**src/rtl/adder_tree_arbiter_pkg.sv**
```systemverilog
// adder_tree_arbiter_pkg: width helpers and the {valid, id} tag carried beside the tree
package adder_tree_arbiter_pkg;
  localparam int MAX_ID_W = 8;
  function automatic int width_out(int width_in, int num_input);
    return width_in + $clog2(num_input);
  endfunction
  function automatic int id_w(int num_req);
    return $clog2(num_req);
  endfunction
  typedef struct packed {
    logic                valid;
    logic [MAX_ID_W-1:0] id;
  } tag_t;
endpackage

```
**src/rtl/adder_tree.sv**
```systemverilog
// adder_tree: exact sum of NUM_INPUT operands behind OUTPUT_DELAY enabled register stages
module adder_tree
  import adder_tree_arbiter_pkg::*;
#(
  parameter int NUM_INPUT    = 8,
  parameter int WIDTH_IN     = 16,
  parameter int IS_SIGNED    = 1,
  parameter int OUTPUT_DELAY = 2,
  localparam int WIDTH_OUT   = width_out(WIDTH_IN, NUM_INPUT)
)(
  input  logic                                clk,
  input  logic                                ena,
  input  logic [NUM_INPUT-1:0][WIDTH_IN-1:0]  din,
  output logic [WIDTH_OUT-1:0]                dout
);
  logic [WIDTH_OUT-1:0] sum;
  always_comb begin
    sum = '0;
    for (int k = 0; k < NUM_INPUT; k++)
      sum = sum + {{(WIDTH_OUT-WIDTH_IN){IS_SIGNED != 0 && din[k][WIDTH_IN-1]}}, din[k]};
  end
  generate
    if (OUTPUT_DELAY == 0) begin : g_comb
      assign dout = sum;
    end else begin : g_pipe
      // Data stages are unreset; the tag pipe alone decides what is visible.
      logic [WIDTH_OUT-1:0] stage [OUTPUT_DELAY];
      always_ff @(posedge clk) begin
        if (ena) begin
          stage[0] <= sum;
          for (int k = 1; k < OUTPUT_DELAY; k++) stage[k] <= stage[k-1];
        end
      end
      assign dout = stage[OUTPUT_DELAY-1];
    end
  endgenerate
endmodule

```
**src/rtl/rr_arbiter.sv**
```systemverilog
// rr_arbiter: one-hot grant to the first requester at or above ptr, wrapping
module rr_arbiter #(
  parameter int N = 4,
  parameter int W = 2
)(
  input  logic [N-1:0] req,
  input  logic [W-1:0] ptr,
  input  logic         advance,
  output logic [N-1:0] grant,
  output logic [W-1:0] idx
);
  logic         found;
  logic [W-1:0] j;
  always_comb begin
    found = 1'b0;
    idx = '0;
    j = '0;
    for (int k = 0; k < N; k++) begin
      j = W'((int'(ptr) + k) % N);
      if (!found && req[j]) begin
        found = 1'b1;
        idx = j;
      end
    end
    grant = (found && advance) ? N'(1) << idx : '0;
  end
endmodule

```
**src/rtl/adder_tree_arbiter.sv**
```systemverilog
// adder_tree_arbiter: round-robin sharing of one pipelined adder tree among NUM_REQ requesters
module adder_tree_arbiter
  import adder_tree_arbiter_pkg::*;
#(
  parameter int NUM_REQ      = 4,
  parameter int NUM_INPUT    = 8,
  parameter int WIDTH_IN     = 16,
  parameter int IS_SIGNED    = 1,
  parameter int OUTPUT_DELAY = 2,
  localparam int WIDTH_OUT   = width_out(WIDTH_IN, NUM_INPUT),
  localparam int ID_W        = id_w(NUM_REQ),
  localparam int CNT_W       = $clog2(OUTPUT_DELAY + 2) + 1
)(
  input  logic                                          clk,
  input  logic                                          rst_n,
  input  logic [NUM_REQ-1:0]                            req_valid,
  output logic [NUM_REQ-1:0]                            req_ready,
  input  logic [NUM_REQ-1:0][NUM_INPUT-1:0][WIDTH_IN-1:0] req_data,
  output logic                                          rsp_valid,
  input  logic                                          rsp_ready,
  output logic [ID_W-1:0]                               rsp_id,
  output logic [WIDTH_OUT-1:0]                          rsp_sum,
  output logic [CNT_W-1:0]                              inflight
);
  logic                 advance, xfer, pop;
  logic [NUM_REQ-1:0]   grant;
  logic [ID_W-1:0]      idx, ptr;
  logic [WIDTH_OUT-1:0] tree_dout;
  tag_t                 tag_in, tag_out;
  assign advance = !rsp_valid || rsp_ready;
  assign req_ready = rst_n ? grant : '0;
  assign xfer = |req_ready;
  assign pop = rsp_valid && rsp_ready;
  assign tag_in = '{valid: xfer, id: MAX_ID_W'(idx)};
  rr_arbiter #(.N(NUM_REQ), .W(ID_W)) u_arb (
    .req(req_valid), .ptr(ptr), .advance(advance), .grant(grant), .idx(idx)
  );
  adder_tree #(
    .NUM_INPUT(NUM_INPUT), .WIDTH_IN(WIDTH_IN), .IS_SIGNED(IS_SIGNED), .OUTPUT_DELAY(OUTPUT_DELAY)
  ) u_tree (
    .clk(clk), .ena(advance), .din(req_data[idx]), .dout(tree_dout)
  );
  generate
    if (OUTPUT_DELAY == 0) begin : g_tag_comb
      assign tag_out = tag_in;
    end else begin : g_tag_pipe
      tag_t tag_q [OUTPUT_DELAY];
      always_ff @(posedge clk or negedge rst_n) begin
        if (!rst_n) begin
          for (int k = 0; k < OUTPUT_DELAY; k++) tag_q[k] <= '0;
        end else if (advance) begin
          tag_q[0] <= tag_in;
          for (int k = 1; k < OUTPUT_DELAY; k++) tag_q[k] <= tag_q[k-1];
        end
      end
      assign tag_out = tag_q[OUTPUT_DELAY-1];
    end
  endgenerate
  always_ff @(posedge clk or negedge rst_n) begin
    if (!rst_n) begin
      rsp_valid <= 1'b0;
      rsp_id <= '0;
      rsp_sum <= '0;
      ptr <= '0;
      inflight <= '0;
    end else begin
      if (advance) begin
        rsp_valid <= tag_out.valid;
        rsp_id <= tag_out.id[ID_W-1:0];
        rsp_sum <= tree_dout;
      end
      if (xfer) ptr <= (idx == ID_W'(NUM_REQ - 1)) ? '0 : idx + 1'b1;
      if (xfer != pop) inflight <= xfer ? inflight + 1'b1 : inflight - 1'b1;
    end
  end
endmodule

```
**config.mk**
```make
export PLATFORM = sky130hd
export DESIGN_NAME = adder_tree_arbiter
export DESIGN_NICKNAME = d
export VERILOG_FILES = /design/src/rtl/adder_tree_arbiter_pkg.sv /design/src/rtl/adder_tree.sv /design/src/rtl/rr_arbiter.sv /design/src/rtl/adder_tree_arbiter.sv
export SDC_FILE = /design/constraint.sdc
export NUM_CORES = 1
export LEC_CHECK = 0
export ABC_AREA = 1
export CAP_MARGIN = 30
export CORE_AREA = 2 2 213 215
export CTS_BUF_LIST = sky130_fd_sc_hd__clkbuf_2 sky130_fd_sc_hd__clkbuf_4 sky130_fd_sc_hd__clkbuf_8
export CTS_CLUSTER_SIZE = 25
export DETAILED_ROUTE_END_ITERATION = 10
export DIE_AREA = 0 0 215 217
export PLACE_DENSITY = 0.52
export SLEW_MARGIN = 15
export SYNTH_ARGS = -nofsm -noshare
export SYNTH_HDL_FRONTEND = slang
export SYNTH_SLANG_ARGS = --single-unit
```
**constraint.sdc**
```tcl
create_clock -name clk -period 18.7 [get_ports clk]
set_input_delay 2.805 -clock clk [delete_from_list [all_inputs] [get_ports clk]]
set_output_delay 2.805 -clock clk [all_outputs]
set_load 0.02 [all_outputs]
```
==> After elaboration in Yosys (flattened, before gate mapping) <==
Memory sizes are Yosys's and may differ from the RTL's. A register that Yosys moved wholly into a read port is not among the register bits.
Cells that the tools add are included.
{ "totals": {"latch_bits": 0, "mem_bits_rw": 38, "mem_bits_ro": 0, "n_memories": 1, "inputBits": 519, "reg_bits": 14} }
{ "memory_table": {"columns": ["memory", "depth", "word_bits", "read_ports", "rd_ports_with_merged_regs", "wr", "line_no", "text"], "rows": [
  ["u_tree.g_pipe.stage", 2, 19, 2, 1, 2, "adder_tree.sv:27", "logic [WIDTH_OUT-1:0] stage [OUTPUT_DELAY];"]
]} }
{ "classes": {"n_div": 0, "n_eq_ne": 2, "multipliers": 0, "n_mux": 24, "add_sub_neg": 13, "n_bitwise": 0, "magnitude_cmp": 5, "shift": 1, "n_reduce_logical": 12} }
{ "op_table": {"columns": ["op", "count"], "rows": [
  ["$bmux 128 s2", 1],
  ["$mux 128", 1],
  ["$add 19x19->19", 6],
  ["$add 16x16->17", 1],
  ["$lt 2x3->1 const B", 5],
  ["$mux 1", 10],
  ["$mux 2", 5],
  ["$bmux 1 s2", 4],
  ["$mux 4", 2],
  ["$logic_and 1x1->1", 5],
  ["$logic_not 1->1", 5],
  ["$add 2x1->2 const B", 2],
  ["$add 2x2->2 const B", 2],
  ["$reduce_or 4->1", 1],
  ["$shl 1x2->4 const A", 1],
  ["$add 3x1->3 const B", 1],
  ["$mux 3", 1],
  ["$sub 3x1->3 const B", 1],
  ["$eq 2x2->1 const B", 1],
  ["$logic_or 1x1->1", 1],
  ["$ne 1x1->1", 1]
]} }

==> Logic depth before layout (Yosys ltp) <==
Gate-level depths: netlist of run 1.
{ "logic_depth": {"depth_word": 21, "depth_mapped": 42, "ltp_nobuf": 39} }

==> Cells and area by module <==
Synthesis of run 1 repeated with hierarchy kept, for this count alone.
{ "unflattened": {"hier_cells": 1499, "hier_area_um2": 10468.8} }
{ "by_module_without_submodules": {"columns": ["mod", "cells_each", "instances", "area_per_inst_um2", "seq_area_each_um2"], "rows": [
  ["adder_tree", 589, 1, 5195.0, 1141.1],
  ["adder_tree_arbiter", 844, 1, 4953.5, 825.8],
  ["rr_arbiter", 66, 1, 320.3, 0.0]
]} }

==> Worst setup path before layout of run 1 <==
No wires, ideal clock.
{ "synth_path": {"path_type": "input-to-reg", "from": "input req_valid[3]", "to": "memory u_tree.g_pipe.stage[0][18] in the netlist's numbering (data pin)", "t_arrival_ns": 9.005, "cell_stages": 37, "setup_time_ns": 0.253, "path_slack_ns": 9.442, "required_time_ns": 18.447, "path_buffers": 2, "cell_sequence": "inv_1 nand2_1 nand3_1 nand2_1 nor2_4 nand3_4 nand3_4 buf_4 buf_2 nand2_1 a32oi_1 ha_1 inv_1 fa_1 o21ai_0 a21boi_0 o21ai_0 a21oi_1 nor2_1 nor2_1 xnor2_1 fa_1 inv_1 fa_1 inv_1 fa_1 inv_1 fa_1 inv_1 ha_1 nand2_1 nor2_1 nand2_1 o311ai_0 inv_1 nand3_1 nand2_1"} }
{ "synth_rtl": {"columns": ["element", "line_no", "text"], "rows": [
  ["start, declared", "adder_tree_arbiter.sv:16", "input logic [NUM_REQ-1:0] req_valid,"],
  ["end, declared", "adder_tree.sv:27", null]
]} }

==> impl_metrics.yaml, run 1 <==
outcome:
  outcome: "finished clean"
detailed_routing:
  via_per_inst: 4.56
  first_pass_iters: 5
  drt_iter0_markers: 749
  dr_wl_met3_um: 2730
  ant_nets: 0
  routed.top_layer: "met4"
  met1_length_um: 21100
  vias: 12000
  wl_per_cell_um: 19.6
  wl_um: 51600
  drc: 0
  wl_met2_um: 26600
setup_path:
  worstRegToRegCells: 39
  cpPeakStageDelay_ps: 780
  crit_slowest_cell: "buf_4"
  arrival_ps: 12010
  start_kind: "input port"
  end_kind: "flop"
  cp_max_fo: 94
  crit_top_cell: "inv_1"
  critical_path_required_ps: 18810
  crit_type: "in -> reg"
global_routing:
  grt_pass1_vias: 12200
  grt_pass1_wl_um: 74900
  antenna_found_initial: 6
  grt_usage_pct: 21.2
  grt_max_degree: 95
  gr-total-overflow: 0
placement:
  dp.cells: 2604
  hpwl_um: 43500
  place_congestion: 0.892
  post_dp_cell_area_mm2: 0.0163
  numPortBuffers: 547
yosys:
  synth_cell_type_count: 42
  synth_edf_count: 38
  netlist_area_mm2: 0.0104
  synthFlopType: "edfxtp_1"
  synth.net_count: 2180
  synth.most_common_cell: "nand2_1"
  synthSimpleGateAreaFrac_pct: 26.6
  synthArstFlopShare_pct: 46.5
  ys_ff_latch: 71
  synthAdderAreaFrac_pct: 21.3
  syn_inst: 1535
  synth_top_area_share_pct: 16.5
  synth_compound_area_share_pct: 18.8
  syn_area_per_cell_um2: 6.79
  synth_mux_area_share_pct: 0
  synthTopCellsByArea: "fa_1 (17%), nand2_1 (16%), edfxtp_1 (11%), dfrtp_1 (7.9%), o21ai_0 (7.0%)"
  ys.warnings.count: 0
  synth_top_family_by_area: "simple AND/OR/NAND/NOR gates"
  ys_seq_area_share_pct: 18.9
  synth_xor_area_share_pct: 2.77
  ys_top_cells_by_count: "nand2_1 (437), inv_1 (189), o21ai_0 (146)"
  synth_largest_area_cell: "fa_1"
floorplan:
  dieArea_mm2: 0.0467
  start_util_pct: 23.3
  io_pins: 548
  core_area_mm2: 0.0447
  rows: 78
  die_w_um: 215
  die_y_um: 217
cells_and_area:
  fin_area_mm2: 0.0165
  drive_gt1_share_pct: 3.32
  syn_to_final_growth_pct: 58.0
  layout.nets: 2660
  fillCellCount: 4850
  final_cells: 2626
sta:
  fin_crit_sh_pct: 63.6
  fin_skew_ps: 4.83
  whs_ps: 422
  tightest_slew_ps: 863
  rsz0062_at_grt: "no"
  setup_tns_ps: 0
  setup_viol: 0
  finalCriticalPeriod_ps: 11900
  fmax_mhz: 84.0
  maxSlewHeadroom_pct: 42.5
  hold_viol_final: 0
  finalMaxSlewViolations: 0
clocking:
  clkLatencyLatePin_ps: 340
  cts_buffers: 9
  cts_setup_buffers: 0
  cts_tree: "done"
  cts_sinks: 71
  root_buffer: "clkbuf_8"
  cts.clk_slew.worst_paths_ps: 80
  cts.repair.resized: 0
  clockBufferDepth: 2
  htreeDepth: 3
  cts_hold_buffers: 0
min_path:
  hold_path_depth: 0
  hold_class: "reg -> reg"
flow_run:
  cap_violations: 0
==> sequential cells by signal, summed over array words and instances (netlist names) <==
name	flops
u_tree.g_pipe.stage	38
rsp_valid	1
inflight	3
g_tag_pipe.tag_q	6
ptr	2
rsp_id	2
rsp_sum	19
==> metal layers <==
layer,global-route usage (%),vias to the layer above
met5,0,-
met4,5.52,0
met3,3.34,46
met2,39.4,409
met1,25.5,5576
li1,-,5949
==> cell usage in the layout, fill, tap and decap left out, types with 5 or more instances in the layout <==
cell type        synthesis  final
a21oi_1                110    110
xor2_1                  23     23
nand3_1                 86     86
ha_1                    40     40
o22ai_1                 45     45
nor2_1                 110    109
xnor2_1                 10     10
clkbuf_8                 0      9
a32oi_1                 26     26
inv_1                  189    188
fa_1                    86     86
clkdlybuf4s50_1          0    546
edfxtp_1                38     38
buf_4                    6     12
a21boi_0                 5      5
nand4_1                  5      5
diode_2                  0      6
nand2_2                 27     26
dfrtp_1                 33     33
nand2_1                437    437
o21ai_0                146    146
==> worst max-delay path: cells and delay by family <==
kind	cells	cell delay [ps]
xor+xnor	1	160
simple gates	13	1590
compound gates	7	1930
buf+inv	11	2450
fa+ha+maj	7	2980
==> path summary, 6_finish.rpt <==
check	from	slack [ps]	end
worst max-delay path	req_valid[1]	6800	u_tree.g_pipe.stage[0][18]$_DFFE_PN_
worst min-delay path	u_tree.g_pipe.stage[0][0]$_DFFE_PN_	420	u_tree.g_pipe.stage[1][0]$_DFFE_PN_
worst max register to register	ptr[0]$_DFFE_PN0P_	9070	u_tree.g_pipe.stage[0][18]$_DFFE_PN_
worst min register to register	u_tree.g_pipe.stage[0][0]$_DFFE_PN_	420	u_tree.g_pipe.stage[1][0]$_DFFE_PN_
max in group asynchronous	rst_n	15880	g_tag_pipe.tag_q[8]$_DFFE_PN0N_
min in group asynchronous	rst_n	2480	rsp_sum[17]$_DFFE_PN0N_
==> final cells by class <==
type                       instances  area (um2)  area share (%)
multi-input combinational       1181        7250            44.0
timing repair buffer             559        5560            33.8
sequential                        71        1970            11.9
tap                              600         751            4.56
inverter                         193         737            4.47
clock buffer                       9         124           0.752
clock inverter                     7        72.6           0.441
antenna                            6        15.0          0.0911
==> through the flow <==
step	setup WS (ps)	util, %
after floorplan	9440	-
after CTS	6800	36.8
after detailed placement	6450	36.4
final	6800	36.9
after global routing	6100	36.8
after global placement	6730	36.4
==> cells by family (layout without fill, tap and decap cells) <==
group                      after synthesis  in the layout
other                                    0              6
DFF                                     71             71
adders and majority gates              126            126
buffers and inverters                  283            768
AOI/OAI and AO/OA                      348            348
xor gates and xnor gates                33             33
and+or+nand+nor                        674            674
Power of run 1 is left out: the tool's default activity adds up to more than one toggle a clock period on the data nets, which glitch-free logic cannot reach.
==> run 2, diff against run 1 <==
--- a/config.mk
+++ b/config.mk
@@ -12,7 +12,7 @@
 export CTS_CLUSTER_SIZE = 25
 export DETAILED_ROUTE_END_ITERATION = 10
 export DIE_AREA = 0 0 215 217
-export PLACE_DENSITY = 0.52
+export PLACE_DENSITY = 0.53
 export SLEW_MARGIN = 15
 export SYNTH_ARGS = -nofsm -noshare
 export SYNTH_HDL_FRONTEND = slang
==> constraint.sdc (replaced) <==
create_clock -name clk -period 10.64 [get_ports clk]
set_input_delay 1.596 -clock clk [delete_from_list [all_inputs] [get_ports clk]]
set_output_delay 1.596 -clock clk [all_outputs]
set_load 0.02 [all_outputs]
==> impl_metrics.yaml, run 2 (same netlist as run 1, synthesis figures left out) <==
outcome:
  outcome: "finished clean"
setup_path:
  crit_slowest_cell: "fa_1"
  critical_path_required_ps: 10740
  cp_max_fo: 48
  end_kind: "flop"
  crit_type: "in -> reg"
  start_kind: "input port"
  arrival_ps: 9430
  cpPeakStageDelay_ps: 500
sta:
  setup_tns_ps: 0
  maxSlewHeadroom_pct: 41.4
  finalCriticalPeriod_ps: 9330
  rsz0062_at_grt: "no"
  fin_skew_ps: 6.98
  tightest_slew_ps: 879
  hold_viol_final: 0
  fin_crit_sh_pct: 87.7
  finalMaxSlewViolations: 0
  fmax_mhz: 107
  setup_viol: 0
detailed_routing:
  vias: 12000
  wl_um: 50900
  ant_nets: 0
  via_per_inst: 4.59
  wl_per_cell_um: 19.4
  drt_iter0_markers: 695
  first_pass_iters: 7
  drc: 0
global_routing:
  gr-total-overflow: 0
  grt_usage_pct: 20.9
  grt_max_degree: 123
  grt_pass1_wl_um: 74600
  antenna_found_initial: 6
  grt_pass1_vias: 12200
clocking:
  root_buffer: "clkbuf_8"
  htreeDepth: 3
  cts_sinks: 71
  cts_buffers: 9
  clockBufferDepth: 2
  cts.repair.resized: 0
  cts_setup_buffers: 0
  clkLatencyLatePin_ps: 340
  cts_tree: "done"
  cts_hold_buffers: 0
  cts.clk_slew.worst_paths_ps: 80
placement:
  hpwl_um: 43300
  place_congestion: 0.916
  numPortBuffers: 547
cells_and_area:
  drive_gt1_share_pct: 3.36
  layout.nets: 2662
  largest_register_ffs: 38
  final_common_cell: "clkdlybuf4s50_1"
  final_cell_mix: "clkdlybuf4s50_1 (547), nand2_1 (437), inv_1 (188)"
  reg_top3: "u_tree.g_pipe.stage x38, rsp_sum x19, g_tag_pipe.tag_q x6"
  regMostFlops: "u_tree.g_pipe.stage"
  syn_to_final_growth_pct: 58.3
floorplan:
  io_pins: 548
  rows: 78
  die_y_um: 217
  core_area_mm2: 0.0447
  dieArea_mm2: 0.0467
  start_util_pct: 23.3
  die_w_um: 215
min_path:
  hold_class: "reg -> reg"
flow_run:
  cap_violations: 0
## run 2: critical path, delay by kind of cell
kind                       cells  cell delay, ps
AOI/OAI and AO/OA              8            2300
and+or+nand+nor               13            1520
buffers and inverters          8            1160
xor gates and xnor gates       1             190
adders and majority gates      6            2620
## run 2: layout make-up
cell class | instances | area [um2]
Antenna cell | 2 | 5.00
Clock buffer | 9 | 124
Clock inverter | 7 | 72.6
Fill cell | 4867 | 28200
Inverter | 193 | 737
Multi-Input combinational cell | 1181 | 7250
Sequential cell | 71 | 1970
Tap cell | 600 | 751
Timing Repair Buffer | 561 | 5610
## run 2: through the flow
stage	hold WS (ps)	cell area [um2]	worst slack, ps	utilization (%)	cells
6_report	421	16500	1310	36.9	2624
3_3_place_gp	402	16300	1160	36.5	2606
4_1_cts	423	16500	1370	36.9	2622
5_1_grt	435	16500	593	36.9	2624
3_5_place_dp	405	16300	997	36.5	2606
2_1_floorplan	400	10400	2590	-	1535
## run 2: path summary, 6_finish.rpt
kind	from	to	slack [ps]	cells past startpoint
setup / recovery	req_valid[3]	u_tree.g_pipe.stage[0][18]$_DFFE_PN_	1310	36
hold / removal	u_tree.g_pipe.stage[0][1]$_DFFE_PN_	u_tree.g_pipe.stage[1][1]$_DFFE_PN_	420	0
setup reg to reg	ptr[0]$_DFFE_PN0P_	u_tree.g_pipe.stage[0][18]$_DFFE_PN_	2380	36
hold reg to reg	u_tree.g_pipe.stage[0][1]$_DFFE_PN_	u_tree.g_pipe.stage[1][1]$_DFFE_PN_	420	0
max in group asynchronous	rst_n	g_tag_pipe.tag_q[1]$_DFFE_PN0N_	8640	2
min in group asynchronous	rst_n	rsp_sum[0]$_DFFE_PN0N_	1670	2
## run 2: routing by layer
| layer | part of all wire (%) | wire, um | track usage [%] |
|---|---|---|---|
| met4 | 1.2 | 617 | 3.38 |
| met1 | 41 | 20800 | 25.3 |
| met5 | 0.094 | 48 | 0 |
| met2 | 52 | 26600 | 39.3 |
| met3 | 5.5 | 2780 | 3.42 |
Power of run 2 is left out for the same reason.
==> run 3, diff against run 2 <==
--- a/config.mk
+++ b/config.mk
@@ -12,7 +12,7 @@
 export CTS_CLUSTER_SIZE = 25
 export DETAILED_ROUTE_END_ITERATION = 10
 export DIE_AREA = 0 0 215 217
-export PLACE_DENSITY = 0.53
+export PLACE_DENSITY_LB_ADDON = 0.25
 export SLEW_MARGIN = 15
 export SYNTH_ARGS = -nofsm -noshare
 export SYNTH_HDL_FRONTEND = slang
==> impl_metrics.yaml, run 3 (same netlist as run 1, synthesis figures left out) <==
outcome:
  outcome: "finished clean"
cells_and_area:
  final_cell_mix: "clkdlybuf4s50_1 (546), nand2_1 (437), inv_1 (188)"
  final_common_cell: "clkdlybuf4s50_1"
  reg_top3: "u_tree.g_pipe.stage x38, rsp_sum x19, g_tag_pipe.tag_q x6"
  layout.nets: 2663
  final_cells: 2632
  regMostFlops: "u_tree.g_pipe.stage"
  drive_gt1_share_pct: 3.51
  largest_register_ffs: 38
  syn_to_final_growth_pct: 58.4
clocking:
  htreeDepth: 3
  root_buffer: "clkbuf_8"
  cts_hold_buffers: 0
  clkLatencyLatePin_ps: 350
  clockBufferDepth: 2
  cts.repair.resized: 0
  cts.clk_slew.worst_paths_ps: 80
  cts_tree: "done"
  cts_setup_buffers: 0
  cts_buffers: 9
  cts_sinks: 71
sta:
  setup_viol: 0
  hold_viol_final: 0
  setup_tns_ps: 0
  fin_crit_sh_pct: 90.2
  finalCriticalPeriod_ps: 9600
  tightest_slew_ps: 869
  maxSlewHeadroom_pct: 42.0
  fin_skew_ps: 8.99
  fmax_mhz: 104
  rsz0062_at_grt: "no"
  whs_ps: 420
  finalMaxSlewViolations: 0
floorplan:
  die_w_um: 215
  rows: 78
  core_area_mm2: 0.0447
  dieArea_mm2: 0.0467
  die_y_um: 217
  start_util_pct: 23.3
  io_pins: 548
global_routing:
  grt_usage_pct: 20.6
  grt_pass1_wl_um: 72900
  grt_pass1_vias: 11900
  gr-total-overflow: 0
  grt_max_degree: 101
  antenna_found_initial: 14
setup_path:
  start_kind: "input port"
  crit_slowest_cell: "fa_1"
  crit_type: "in -> reg"
  end_kind: "flop"
  arrival_ps: 9710
  crit_top_cell: "inv_1"
  cp_max_fo: 46
  cpPeakStageDelay_ps: 500
  critical_path_required_ps: 10750
placement:
  numPortBuffers: 547
  dp.cells: 2607
  place_congestion: 0.938
  hpwl_um: 42900
detailed_routing:
  via_per_inst: 4.59
  ant_nets: 0
  drc: 0
  first_pass_iters: 7
  vias: 12100
  wl_per_cell_um: 19.2
  wl_um: 50400
  drt_iter0_markers: 660
min_path:
  hold_class: "reg -> reg"
flow_run:
  cap_violations: 0
==> run 3: cell types whose count changed in the layout (fill, tap and decap cells not counted), sizes merged <==
cell	change
clkinv	-4
buf	+2
inv	+3
diode	+7
clkdlybuf4s50	-1
bufinv	-1
clkinvlp	+2
==> run 3: area by class of cell <==
| class | instances | area (um2) |
|---|---|---|
| Sequential cell | 71 | 1970 |
| Inverter | 193 | 737 |
| Timing Repair Buffer | 562 | 5600 |
| Multi-Input combinational cell | 1181 | 7250 |
| Clock inverter | 7 | 62.6 |
| Fill cell | 4821 | 28200 |
| Antenna cell | 9 | 22.5 |
| Tap cell | 600 | 751 |
| Clock buffer | 9 | 124 |
==> run 3: worst paths after layout <==
kind                                                      startpoint                                    to  slack, ps  cells past startpoint
worst min-delay path            u_tree.g_pipe.stage[0][12]$_DFFE_PN_  u_tree.g_pipe.stage[1][12]$_DFFE_PN_        420                      0
worst max register to register                    ptr[0]$_DFFE_PN0P_  u_tree.g_pipe.stage[0][18]$_DFFE_PN_       2120                     36
worst min register to register  u_tree.g_pipe.stage[0][12]$_DFFE_PN_  u_tree.g_pipe.stage[1][12]$_DFFE_PN_        420                      0
worst max-delay path                                    req_valid[3]  u_tree.g_pipe.stage[0][18]$_DFFE_PN_       1040                     38
min in group asynchronous                                      rst_n                rsp_sum[5]$_DFFE_PN0N_       1270                      2
max in group asynchronous                                      rst_n                 rsp_valid$_DFFE_PN0N_       9040                      2
==> run 3: metrics by stage <==
step | setup WS (ps) | area [um2] | util (%)
floorplan | 2590 | 10400 | -
global placement | 1040 | 16300 | 36.4
detailed placement | 831 | 16300 | 36.5
CTS | 1190 | 16500 | 36.9
global route | 369 | 16500 | 36.9
finish | 1040 | 16500 | 36.9
==> run 3: per-layer routing <==
layer / vias up / part of all wire, % / wire length, um / track usage (%)
met5: - / 0.14 / 69 / 0
met1: 5600 / 40 / 20200 / 24.4
met4: 10 / 2.5 / 1260 / 5.33
met2: 439 / 51 / 25900 / 38.0
met3: 59 / 6.0 / 3040 / 4.10
li1: 5965 / - / - / -
==> run 3: worst max-delay path: cells and delay by family <==
kind            cells  cell delay (ps)
compound gates      7             1860
xor+xnor            1              180
fa+ha+maj           7             2980
buf+inv             9             1370
simple gates       14             1680
Power of run 3 is left out for the same reason.
